File: src/rtl/hazard_stall_ctrl.sv
// Pipeline hazard sequencer: stall/flush for F/D/E/M, launch and timing of the iterative
// mult/div unit, and a saturating stall-cycle counter.
module hazard_stall_ctrl #(
    parameter int MULT_LAT = 4,
    parameter int DIV_LAT  = 12,
    parameter int CNT_W    = 16
) (
    input  logic             clk,
    input  logic             reset,
    input  logic [4:0]       rs_D,
    input  logic [4:0]       rt_D,
    input  logic [4:0]       writereg_E,
    input  logic             regwrite_E,
    input  logic             memtoreg_E,
    input  logic [4:0]       writereg_M,
    input  logic             memtoreg_M,
    input  logic             branch_D,
    input  logic             jr_D,
    input  logic             mfhilo_D,
    input  logic             md_req_E,
    input  logic             md_div_E,
    input  logic             perf_clr,
    output logic             stall_F,
    output logic             stall_D,
    output logic             stall_E,
    output logic             flush_E,
    output logic             flush_M,
    output logic             md_start,
    output logic             md_busy,
    output logic             hilo_we,
    output logic [CNT_W-1:0] stall_cnt
);

    localparam int CW = (DIV_LAT > 2) ? $clog2(DIV_LAT) : 1;

    localparam logic [1:0] S_IDLE = 2'd0;
    localparam logic [1:0] S_BUSY = 2'd1;
    localparam logic [1:0] S_DONE = 2'd2;

    // The counter holds remaining BUSY cycles minus one, so the load value is LAT-2.
    localparam logic [CW-1:0] MULT_LOAD = CW'(MULT_LAT - 2);
    localparam logic [CW-1:0] DIV_LOAD  = CW'(DIV_LAT - 2);

    logic [1:0]       state_q, state_d;
    logic [CW-1:0]    cnt_q, cnt_d;
    logic [CNT_W-1:0] stall_cnt_q, stall_cnt_d;

    logic e_rs_hit, e_rt_hit, m_rs_hit, m_rt_hit;
    logic lwstall, brstall, hlstall_D, mdstall_E;
    logic state_busy, start_w, stall_w;

    always_comb begin
        e_rs_hit = (writereg_E != 5'd0) && (writereg_E == rs_D);
        e_rt_hit = (writereg_E != 5'd0) && (writereg_E == rt_D);
        m_rs_hit = (writereg_M != 5'd0) && (writereg_M == rs_D);
        m_rt_hit = (writereg_M != 5'd0) && (writereg_M == rt_D);
    end

    always_comb begin
        state_busy = (state_q == S_BUSY);
        start_w    = md_req_E & ~state_busy;
        lwstall    = memtoreg_E & (e_rs_hit | e_rt_hit);
        brstall    = (branch_D & ((regwrite_E & (e_rs_hit | e_rt_hit)) |
                                  (memtoreg_M & (m_rs_hit | m_rt_hit)))) |
                     (jr_D & ((regwrite_E & e_rs_hit) | (memtoreg_M & m_rs_hit)));
        // In DONE the HI/LO write lands on this edge, so mfhi/mflo may proceed.
        hlstall_D  = mfhilo_D & (state_busy | start_w);
        mdstall_E  = md_req_E & state_busy;
        stall_w    = lwstall | brstall | hlstall_D | mdstall_E;
    end

    // Combinational outputs are forced low while reset is held.
    always_comb begin
        stall_F  = stall_w & ~reset;
        stall_D  = stall_w & ~reset;
        stall_E  = mdstall_E & ~reset;
        flush_M  = mdstall_E & ~reset;
        flush_E  = (lwstall | brstall | hlstall_D) & ~mdstall_E & ~reset;
        md_start = start_w & ~reset;
        md_busy  = state_busy;
        hilo_we  = (state_q == S_DONE);
    end

    always_comb begin
        state_d = state_q;
        cnt_d   = cnt_q;
        case (state_q)
            S_IDLE: state_d = S_IDLE;
            S_BUSY: begin
                if (cnt_q == '0) begin
                    state_d = S_DONE;
                end else begin
                    cnt_d = cnt_q - CW'(1);
                end
            end
            S_DONE:  state_d = S_IDLE;
            default: state_d = S_IDLE;
        endcase
        // A launch can only occur outside BUSY, so it overrides the plain transitions.
        if (start_w) begin
            state_d = S_BUSY;
            cnt_d   = md_div_E ? DIV_LOAD : MULT_LOAD;
        end
    end

    always_comb begin
        stall_cnt_d = stall_cnt_q;
        if (perf_clr) begin
            stall_cnt_d = '0;
        end else if (stall_w && (stall_cnt_q != {CNT_W{1'b1}})) begin
            stall_cnt_d = stall_cnt_q + CNT_W'(1);
        end
    end

    always_ff @(posedge clk or posedge reset) begin
        if (reset) begin
            state_q     <= S_IDLE;
            cnt_q       <= '0;
            stall_cnt_q <= '0;
        end else begin
            state_q     <= state_d;
            cnt_q       <= cnt_d;
            stall_cnt_q <= stall_cnt_d;
        end
    end

    assign stall_cnt = stall_cnt_q;

endmodule

File: config.mk
export PLATFORM = sky130hd
export DESIGN_NAME = hazard_stall_ctrl
export DESIGN_NICKNAME = d
export VERILOG_FILES = /design/src/rtl/hazard_stall_ctrl.sv
export SDC_FILE = /design/constraint.sdc
export NUM_CORES = 1
export LEC_CHECK = 0
export BUFFER_PORTS_ARGS = -buffer_cell sky130_fd_sc_hd__buf_2
export CAP_MARGIN = 15
export CORE_MARGIN = 2
export CORE_UTILIZATION = 51
export CTS_CLUSTER_DIAMETER = 80
export DETAILED_ROUTE_END_ITERATION = 7
export HOLD_SLACK_MARGIN = 0.06
export MAX_ROUTING_LAYER = met4
export PLACE_DENSITY = 0.8
export SYNTH_ARGS = -nofsm -noshare
export SYNTH_HDL_FRONTEND = slang
export SYNTH_SLANG_ARGS = --single-unit
File: constraint.sdc
create_clock -name clk -period 4.7 [get_ports clk]
set_input_delay 1.41 -clock clk [delete_from_list [all_inputs] [get_ports clk]]
set_output_delay 1.41 -clock clk [all_outputs]
set_load 0.005 [all_outputs]
==> qor.txt, run 1 <==
status -> finished clean
Via density -> 5.26
post-synthesis net count -> 229
max-cap violations -> 0
clk sink count -> 22
Slew headroom -> 0.611
Unique masters post-synth -> 40
DP Area -> 2000 um2
Achievable Freq -> 238 MHz
worst slew pin tran -> 0.582 ns
Worst Clk Skew -> 0.00196 ns
diode count -> 0
Starting Density -> 0.523
pin count of the biggest net entering global routing -> 32
wire per inst -> 11.9 um
Hold Buf Count CTS -> 0
kind of end point of the critical path -> output pin
Clock Tree Root -> clkbuf_4
HPWL after DPL -> 2720 um
design area -> 2040 um2
CP Buf/Inv Count -> 2
final hold violation count -> 0
global-route wire length before repair -> 5720 um
iteration count of the initial detailed-routing pass -> 4
Hold/Removal Path Class -> reg -> reg
Critical Path Max Stage Delay -> 0.51 ns
Post-DRT Antenna Nets -> 0
grt total ovfl -> 0
leak pwr -> 0.000972 uW
area of the multi-input gates -> 1070 um2
number of global-route vias before repair -> 1364
synth warn -> 0
CP Launch Type -> input pin
PwrDens -> 291 nW/um2
Tot Pwr -> 593 uW
post-CTS resize count -> 0
PortBufs -> 54
Setup WS pre-CTS -> 0.506 ns
die height -> 62.0 um
cell taking the most area after synthesis -> dfrtp_1
most used flip-flop cell after synthesis -> dfrtp_1
Post-synth EDFFs -> 0
CP top delay family -> simple AND/OR/NAND/NOR gates
Longest Clk Path Bufs -> 2
DRC errors left -> 0
nets -> 281
clock latency on the worst-skew pair -> 0.29 ns
Final Critical Period -> 4.21 ns
Reg area -> 551 um2
CP dominant cell by count -> buf_2
Req. time, crit path -> 3.29 ns
crit-path cells -> buf_2 -> or4_1 -> nor2_1 -> o31a_1 -> and4_1 -> o22ai_1 -> buf_2
Slew Limit Fails -> 0
fillers -> 310
DR iter-0 viols -> 44
share of the synthesized area in the top cell type -> 0.320
Peak supply drop -> 0.122 mV
area of the die -> 3850 um2
setup tns final -> 0 ns
RSZ-0062 raised after global routing -> no
Avg Cell Area, Syn -> 8.76 um2
initial antenna violation count -> 0
CP max stage cell -> or4_1
number of H-tree levels -> 1
period utilization -> 0.895
Synth Instances -> 196
top cells by area, synth -> dfrtp_1 32%, mux2_4 6.1%, nor2b_1 5.5%
Seq/Total Area, Yosys -> 0.320
Critical Path AT -> 2.80 ns
routed via count -> 1541
final setup violation count -> 0
flops & latches, synth -> 22
Core ar. -> 3280 um2
Post-synth top cells -> 24 x nor2_1, 22 x dfrtp_1, 15 x nor2b_1
Util after Layout -> 0.620
total track usage -> 0.199
most frequent cell after synthesis -> nor2_1
CTS clk-pin slew, worst paths -> 0.11 ns
final WL -> 3480 um
Worst Slack Setup Final -> 0.495 ns
io pins -> 55
CTS tree -> built
Num CTS Buffers -> 3
number of setup buffers added after CTS -> 0
Worst Path Max Fanout -> 3
Crit Path Class -> in -> out
routability cong. -> 0.820
Post-synth ARST share -> 1.00
Rows -> 21
layout cells sized above 1 -> 0.344
Die W -> 62.0 um
synthesis-to-finish area growth -> 18.6%
synthesized cell area -> 1720 um2
## cells in the final DEF (no fill, tap or decap), types with 2 or more instances in the layout
cell,n
a21oi_1,6
o21ai_0,6
xnor2_1,10
xor2_1,10
buf_4,3
inv_1,8
nand2b_1,4
and3_1,4
nor2b_1,15
nor2_1,24
dfrtp_1,22
nor3_1,6
clkbuf_4,3
nand2_1,11
mux2_4,7
ha_1,2
and4_1,2
nor3_2,2
buf_2,54
nand4_1,7
nand3_1,11
a21oi_2,7
mux2_2,7
## path summary, 6_finish.rpt
check	end	slack [ns]	depth (start not counted)	from
worst max-delay path	stall_D	0.49	7	writereg_E[1]
worst max register to register	stall_cnt[4]	1.98	8	stall_cnt[0]
worst min-delay path	cnt_q[0]	0.53	1	cnt_q[0]
worst min register to register	cnt_q[0]	0.53	1	cnt_q[0]
max in group asynchronous	stall_cnt[13]	3.31	3	reset
min in group asynchronous	cnt_q[3]	1.17	3	reset
## final cells by class
type,count,share of cell area
flip-flops and latches,22,0.270
repair buffers,57,0.144
multi-input cells,156,0.525
clock buffers,4,0.0178
inverters,8,0.0147
well taps,46,0.0283
## state kept, by name, indices dropped and copies added, names as in the netlist
| register | count |
|---|---|
| state_q | 2 |
| stall_cnt | 16 |
| cnt_q | 4 |
## power breakdown
group,internal (uW),total [uW],switching (uW)
combinational,103,246,143
sequential,220,246,26.4
clock,47.2,101,53.5
## through the flow
| stage | hold WS, ns | std cells |
|---|---|---|
| after floorplan | 0.475 | 196 |
| after global placement | 0.513 | 289 |
| after detailed placement | 0.512 | 289 |
| after CTS | 0.529 | 293 |
| after global routing | 0.574 | 293 |
| final | 0.528 | 293 |
## logic make-up (layout without fill, tap and decap cells)
kind of cell | count (synthesis) | in the layout | share of synthesized area
buffers and inverters | 18 | 69 | 0.0568
multiplexers | 15 | 15 | 0.113
AO/OA/AOI/OAI | 31 | 31 | 0.128
flip-flops | 22 | 22 | 0.320
adder cells (fa/ha/maj) | 2 | 2 | 0.0146
XOR/XNOR | 20 | 20 | 0.102
AND/OR/NAND/NOR | 88 | 88 | 0.265
## metal layers
layer | track usage | wire length (um) | part of all wire | vias to the layer above
li1 | - | - | - | 786
met1 | 0.241 | 1580 | 0.45 | 713
met2 | 0.353 | 1720 | 0.49 | 36
met3 | 0.0186 | 142 | 0.041 | 6
met4 | 0.0486 | 42 | 0.012 | 0
met5 | - | 0 | 0 | -
Note: power is estimated with default switching activity, not from simulation.
==> run 2: changes to the inputs <==
--- a/config.mk
+++ b/config.mk
@@ -12,7 +12,6 @@
 export CTS_CLUSTER_DIAMETER = 80
 export DETAILED_ROUTE_END_ITERATION = 7
 export HOLD_SLACK_MARGIN = 0.06
-export MAX_ROUTING_LAYER = met4
 export PLACE_DENSITY = 0.8
 export SYNTH_ARGS = -nofsm -noshare
 export SYNTH_HDL_FRONTEND = slang
==> qor.txt, run 2 (synthesis results as in run 1) <==
status -> finished clean
final hold violation count -> 0 (unchanged)
PortBufs -> 54 (unchanged)
global-route wire length before repair -> 5720 um (unchanged)
period utilization -> 0.895 (unchanged)
clk sink count -> 22 (unchanged)
post-CTS resize count -> 0 (unchanged)
Slew Limit Fails -> 0 (unchanged)
layout cells sized above 1 -> 0.344 (unchanged)
Core ar. -> 3280 um2 (unchanged)
diode count -> 0 (unchanged)
Slew headroom -> 0.611 (unchanged)
Worst Hold End -> cnt_q[0]
leak pwr -> 0.000972 uW (unchanged)
Hold/Removal Path Class -> reg -> reg
CP Buf/Inv Count -> 2 (unchanged)
CP dominant cell by count -> buf_2
Via density -> 5.26 (unchanged)
Hold Path Depth -> 1 (unchanged)
Die W -> 62.0 um (unchanged)
Clock Tree Root -> clkbuf_4
Req. time, crit path -> 3.29 ns (about the same)
reg2reg end -> stall_cnt[4]
CTS tree -> built
HPWL after DPL -> 2720 um (unchanged)
nets -> 281 (unchanged)
DRC errors left -> 0 (unchanged)
Starting Density -> 0.523 (unchanged)
pin count of the biggest net entering global routing -> 32 (unchanged)
Post-DRT Antenna Nets -> 0 (unchanged)
number of global-route vias before repair -> 1364 (unchanged)
commonest non-fill, non-tap cell in the layout -> buf_2
crit-path cells -> buf_2 -> or4_1 -> nor2_1 -> o31a_1 -> and4_1 -> o22ai_1 -> buf_2
io pins -> 55 (unchanged)
Rows -> 21 (unchanged)
iteration count of the initial detailed-routing pass -> 4 (unchanged)
routed via count -> 1541 (unchanged)
Hold Buf Count CTS -> 0 (unchanged)
number of setup buffers added after CTS -> 0 (unchanged)
area of the die -> 3850 um2 (unchanged)
total track usage -> 0.193 (-0.00596)
die height -> 62.0 um (unchanged)
CTS clk-pin slew, worst paths -> 0.11 ns (about the same)
PwrDens -> 291 nW/um2 (about the same)
Worst Path Max Fanout -> 3 (unchanged)
M1 WL -> 1580 um (unchanged)
routability cong. -> 0.808 (-1.4%)
final WL -> 3490 um (about the same)
RSZ-0062 raised after global routing -> no
final setup violation count -> 0 (unchanged)
fillers -> 310 (unchanged)
setup tns final -> 0 ns (unchanged)
worst r2r src -> stall_cnt[0]
worst slew pin tran -> 0.582 ns (unchanged)
Longest Clk Path Bufs -> 2 (unchanged)
Hold Path Origin -> cnt_q[0]
CP max stage cell -> or4_1
Num CTS Buffers -> 3 (unchanged)
wire per inst -> 11.9 um (about the same)
Peak supply drop -> 0.122 mV (about the same)
Achievable Freq -> 238 MHz (unchanged)
Worst Clk Skew -> 0.00196 ns (unchanged)
Largest register FFs -> 16 (unchanged)
R2R cell count -> 8 (unchanged)
max-cap violations -> 0 (unchanged)
synthesis-to-finish area growth -> 18.6% (unchanged)
CP top delay family -> simple AND/OR/NAND/NOR gates
Critical Path AT -> 2.80 ns (about the same)
CP Launch Type -> input pin
initial antenna violation count -> 0 (unchanged)
Met2 Wirelength -> 1720 um (about the same)
Final Critical Period -> 4.21 ns (unchanged)
Met3 Wirelength -> 144 um (+1.4%)
Crit Path Class -> in -> out
grt total ovfl -> 0 (unchanged)
uppermost layer routed -> met4
DR iter-0 viols -> 44 (unchanged)
R2R Setup Slk -> 1.98 ns (about the same)
most frequent cells in the layout -> 54 x buf_2, 24 x nor2_1, 22 x dfrtp_1
number of H-tree levels -> 1 (unchanged)
clock latency on the worst-skew pair -> 0.29 ns (about the same)
Tot Pwr -> 593 uW (about the same)
kind of end point of the critical path -> output pin
Critical Path Max Stage Delay -> 0.51 ns (about the same)
run 2: cell counts in the layout (fill, tap and decap cells not counted):
Identical to the previous run, type by type.
run 2: cell type report:
class	instances	area [um2]	share of cell area
clock buffer	4	36.3	0.0178
inverter	8	30.0	0.0147
multi-input combinational	156	1070	0.525
sequential	22	551	0.270
tap	46	57.6	0.0283
timing repair buffer	57	293	0.144
run 2: worst max-delay path by stage:
stage                       start       to  slack [ns]  cells after the start
detailed placement  writereg_E[1]  stall_F        0.51                      7
CTS                 writereg_E[1]  stall_F        0.50                      7
global route              rs_D[4]  stall_D        0.37                      8
global placement    writereg_E[3]  stall_D        0.53                      8
floorplan           writereg_E[1]  stall_F        0.42                      9
finish              writereg_E[1]  stall_D        0.49                      7
run 2: per-layer routing:
layer / up-vias / GRT usage
met5: - / 0
met4: 0 / 0.0486
met2: 36 / 0.353
li1: 786 / -
met1: 713 / 0.239
met3: 6 / 0.0207
run 2: stage by stage:
stage	cells	setup slack (ns)	instance area (um2)	utilization	hold slack [ns]
finish	293	0.495	2040	0.620	0.528
global route	293	0.371	2040	0.620	0.574
CTS	293	0.504	2040	0.620	0.529
global placement	289	0.527	2000	0.609	0.513
floorplan	196	0.422	1720	-	0.475
detailed placement	289	0.506	2000	0.609	0.512
run 2: report_power, final:
| group | switching (uW) | internal (uW) | leakage (uW) |
|---|---|---|---|
| registers | 26.4 | 220 | 0.000295 |
| clock network | 53.5 | 47.2 | 0.0000210 |
| logic | 143 | 103 | 0.000657 |
| total | 223 | 370 | 0.000972 |
==> run 3: changes to the inputs <==
--- a/config.mk
+++ b/config.mk
@@ -5,9 +5,8 @@
 export SDC_FILE = /design/constraint.sdc
 export NUM_CORES = 1
 export LEC_CHECK = 0
-export BUFFER_PORTS_ARGS = -buffer_cell sky130_fd_sc_hd__buf_2
+export BUFFER_PORTS_ARGS = -buffer_cell sky130_fd_sc_hd__buf_4
 export CAP_MARGIN = 15
-export CORE_MARGIN = 2
 export CORE_UTILIZATION = 51
 export CTS_CLUSTER_DIAMETER = 80
 export DETAILED_ROUTE_END_ITERATION = 7
==> qor.txt, run 3 (synthesis results as in run 1) <==
number of global-route vias before repair -> 1388 (+1.8%)
io pins -> 55 (unchanged)
Crit Path Class -> in -> out
global-route wire length before repair -> 5890 um (+3.0%)
Slew Limit Fails -> 0 (unchanged)
commonest non-fill, non-tap cell in the layout -> buf_4
Die W -> 60.0 um (-3.2%)
initial antenna violation count -> 0 (unchanged)
Critical Path AT -> 2.82 ns (+0.02 ns)
Post-DRT Antenna Nets -> 0 (unchanged)
DRC errors left -> 0 (unchanged)
Longest Clk Path Bufs -> 2 (unchanged)
worst slew pin tran -> 0.573 ns (-0.00907 ns)
clk sink count -> 22 (unchanged)
HPWL after DPL -> 2860 um (+4.9%)
PwrDens -> 303 nW/um2 (+3.9%)
max-cap violations -> 0 (unchanged)
Achievable Freq -> 236 MHz (-0.60%)
DR iter-0 viols -> 61 (+39%)
Via density -> 5.35 (+1.7%)
Worst Path Max Fanout -> 3 (unchanged)
wire per inst -> 12.7 um (+7.1%)
post-CTS resize count -> 0 (unchanged)
Core ar. -> 3130 um2 (-4.8%)
R2R Setup Slk -> 1.94 ns (-0.04 ns)
setup tns final -> 0 ns (unchanged)
iteration count of the initial detailed-routing pass -> 4 (unchanged)
Slew headroom -> 0.617 (+0.00607)
clock latency on the worst-skew pair -> 0.31 ns (+0.02 ns)
CP Capture Point -> stall_D
routability cong. -> 0.858 (+6.1%)
Hold/Removal Path Class -> reg -> reg
final WL -> 3710 um (+6.4%)
RSZ-0062 raised after global routing -> no
synthesis-to-finish area growth -> 27.2%
Final Critical Period -> 4.23 ns (+0.0253 ns)
area of the die -> 3600 um2 (-6.3%)
period utilization -> 0.900 (+0.00539)
Largest register FFs -> 16 (unchanged)
Starting Density -> 0.549 (+0.0262)
CTS clk-pin slew, worst paths -> 0.13 ns (+0.02 ns)
kind of end point of the critical path -> output pin
crit path from -> writereg_E[1]
Peak supply drop -> 0.222 mV (+82%)
Placed Cells -> 287 (-0.69%)
number of H-tree levels -> 1 (unchanged)
die height -> 60.0 um (-3.2%)
Num CTS Buffers -> 3 (unchanged)
final hold violation count -> 0 (unchanged)
Clock Tree Root -> clkbuf_4
most frequent cells in the layout -> 57 x buf_4, 24 x nor2_1, 22 x dfrtp_1
Cell Count, Final, Fillers Out -> 291 (-0.68%)
layout cells sized above 1 -> 0.344 (unchanged)
routed via count -> 1556 (+0.97%)
reg2reg end -> stall_cnt[4]
design area -> 2190 um2 (+7.3%)
diode count -> 0 (unchanged)
fillers -> 273 (-12%)
CP Launch Type -> input pin
Worst Clk Skew -> 0.00296 ns (+0.00100 ns)
R2R cell count -> 8 (unchanged)
pin count of the biggest net entering global routing -> 32 (unchanged)
Rows -> 20 (-4.8%)
number of setup buffers added after CTS -> 0 (unchanged)
CTS tree -> built
leak pwr -> 0.00101 uW (+3.6%)
Hold Buf Count CTS -> 0 (unchanged)
Req. time, crit path -> 3.29 ns (about the same)
PortBufs -> 54 (unchanged)
total track usage -> 0.216 (+0.0235)
nets -> 281 (unchanged)
status -> finished clean
final setup violation count -> 0 (unchanged)
grt total ovfl -> 0 (unchanged)
worst r2r src -> stall_cnt[1]
DP Area -> 2130 um2 (+6.6%)
[run 3: changes by cell type in the layout (fill, tap and decap cells not counted), sizes merged]
cell,previous run,this run
bufinv,0,1
clkbuf,4,3
[run 3: area by class of cell]
| class | instances | area [um2] | share of cell area |
|---|---|---|---|
| clock buffer | 3 | 22.5 | 0.0103 |
| clock inverter | 1 | 30.0 | 0.0137 |
| inverter | 8 | 30.0 | 0.0137 |
| multi-input combinational | 156 | 1070 | 0.489 |
| sequential | 22 | 551 | 0.252 |
| tap | 44 | 55.1 | 0.0252 |
| timing repair buffer | 57 | 428 | 0.196 |
[run 3: how the worst min path moves through the flow]
stage | startpoint | end | cells after the start
finish | cnt_q[0] | cnt_q[0] | 1
CTS | cnt_q[0] | cnt_q[0] | 1
detailed placement | cnt_q[0] | cnt_q[0] | 1
global placement | cnt_q[0] | cnt_q[0] | 1
floorplan | cnt_q[0] | cnt_q[0] | 1
global route | cnt_q[3] | state_q[1] | 1
[run 3: metrics by stage]
step	setup WS (ns)	hold WS, ns	utilization	total power [uW]
after floorplan	0.422	0.475	-	432
after global placement	0.502	0.514	0.682	514
after detailed placement	0.482	0.507	0.682	520
after CTS	0.480	0.525	0.699	667
after global routing	0.367	0.576	0.699	710
final	0.470	0.522	0.699	661
[run 3: per-layer routing]
layer | wire length [um] | up-vias | global-route usage
met1 | 1610 | 719 | 0.270
li1 | - | 776 | -
met3 | 182 | 6 | 0.0390
met4 | 63 | 0 | 0.0764
met2 | 1860 | 55 | 0.371
met5 | 0 | - | 0
[run 3: worst max-delay path: stages]
cell	delay [ns]
buf_4	0.12
or4_1	0.52
nor2_1	0.15
o31a_1	0.14
and4_1	0.22
o22ai_1	0.11
buf_4	0.16
[run 3: power breakdown]
group	switching, uW	leakage, uW	internal (uW)
clock	60.5	0.0000279	86.2
sequential	28.0	0.000295	220
combinational	145	0.000684	122
total	234	0.00101	428
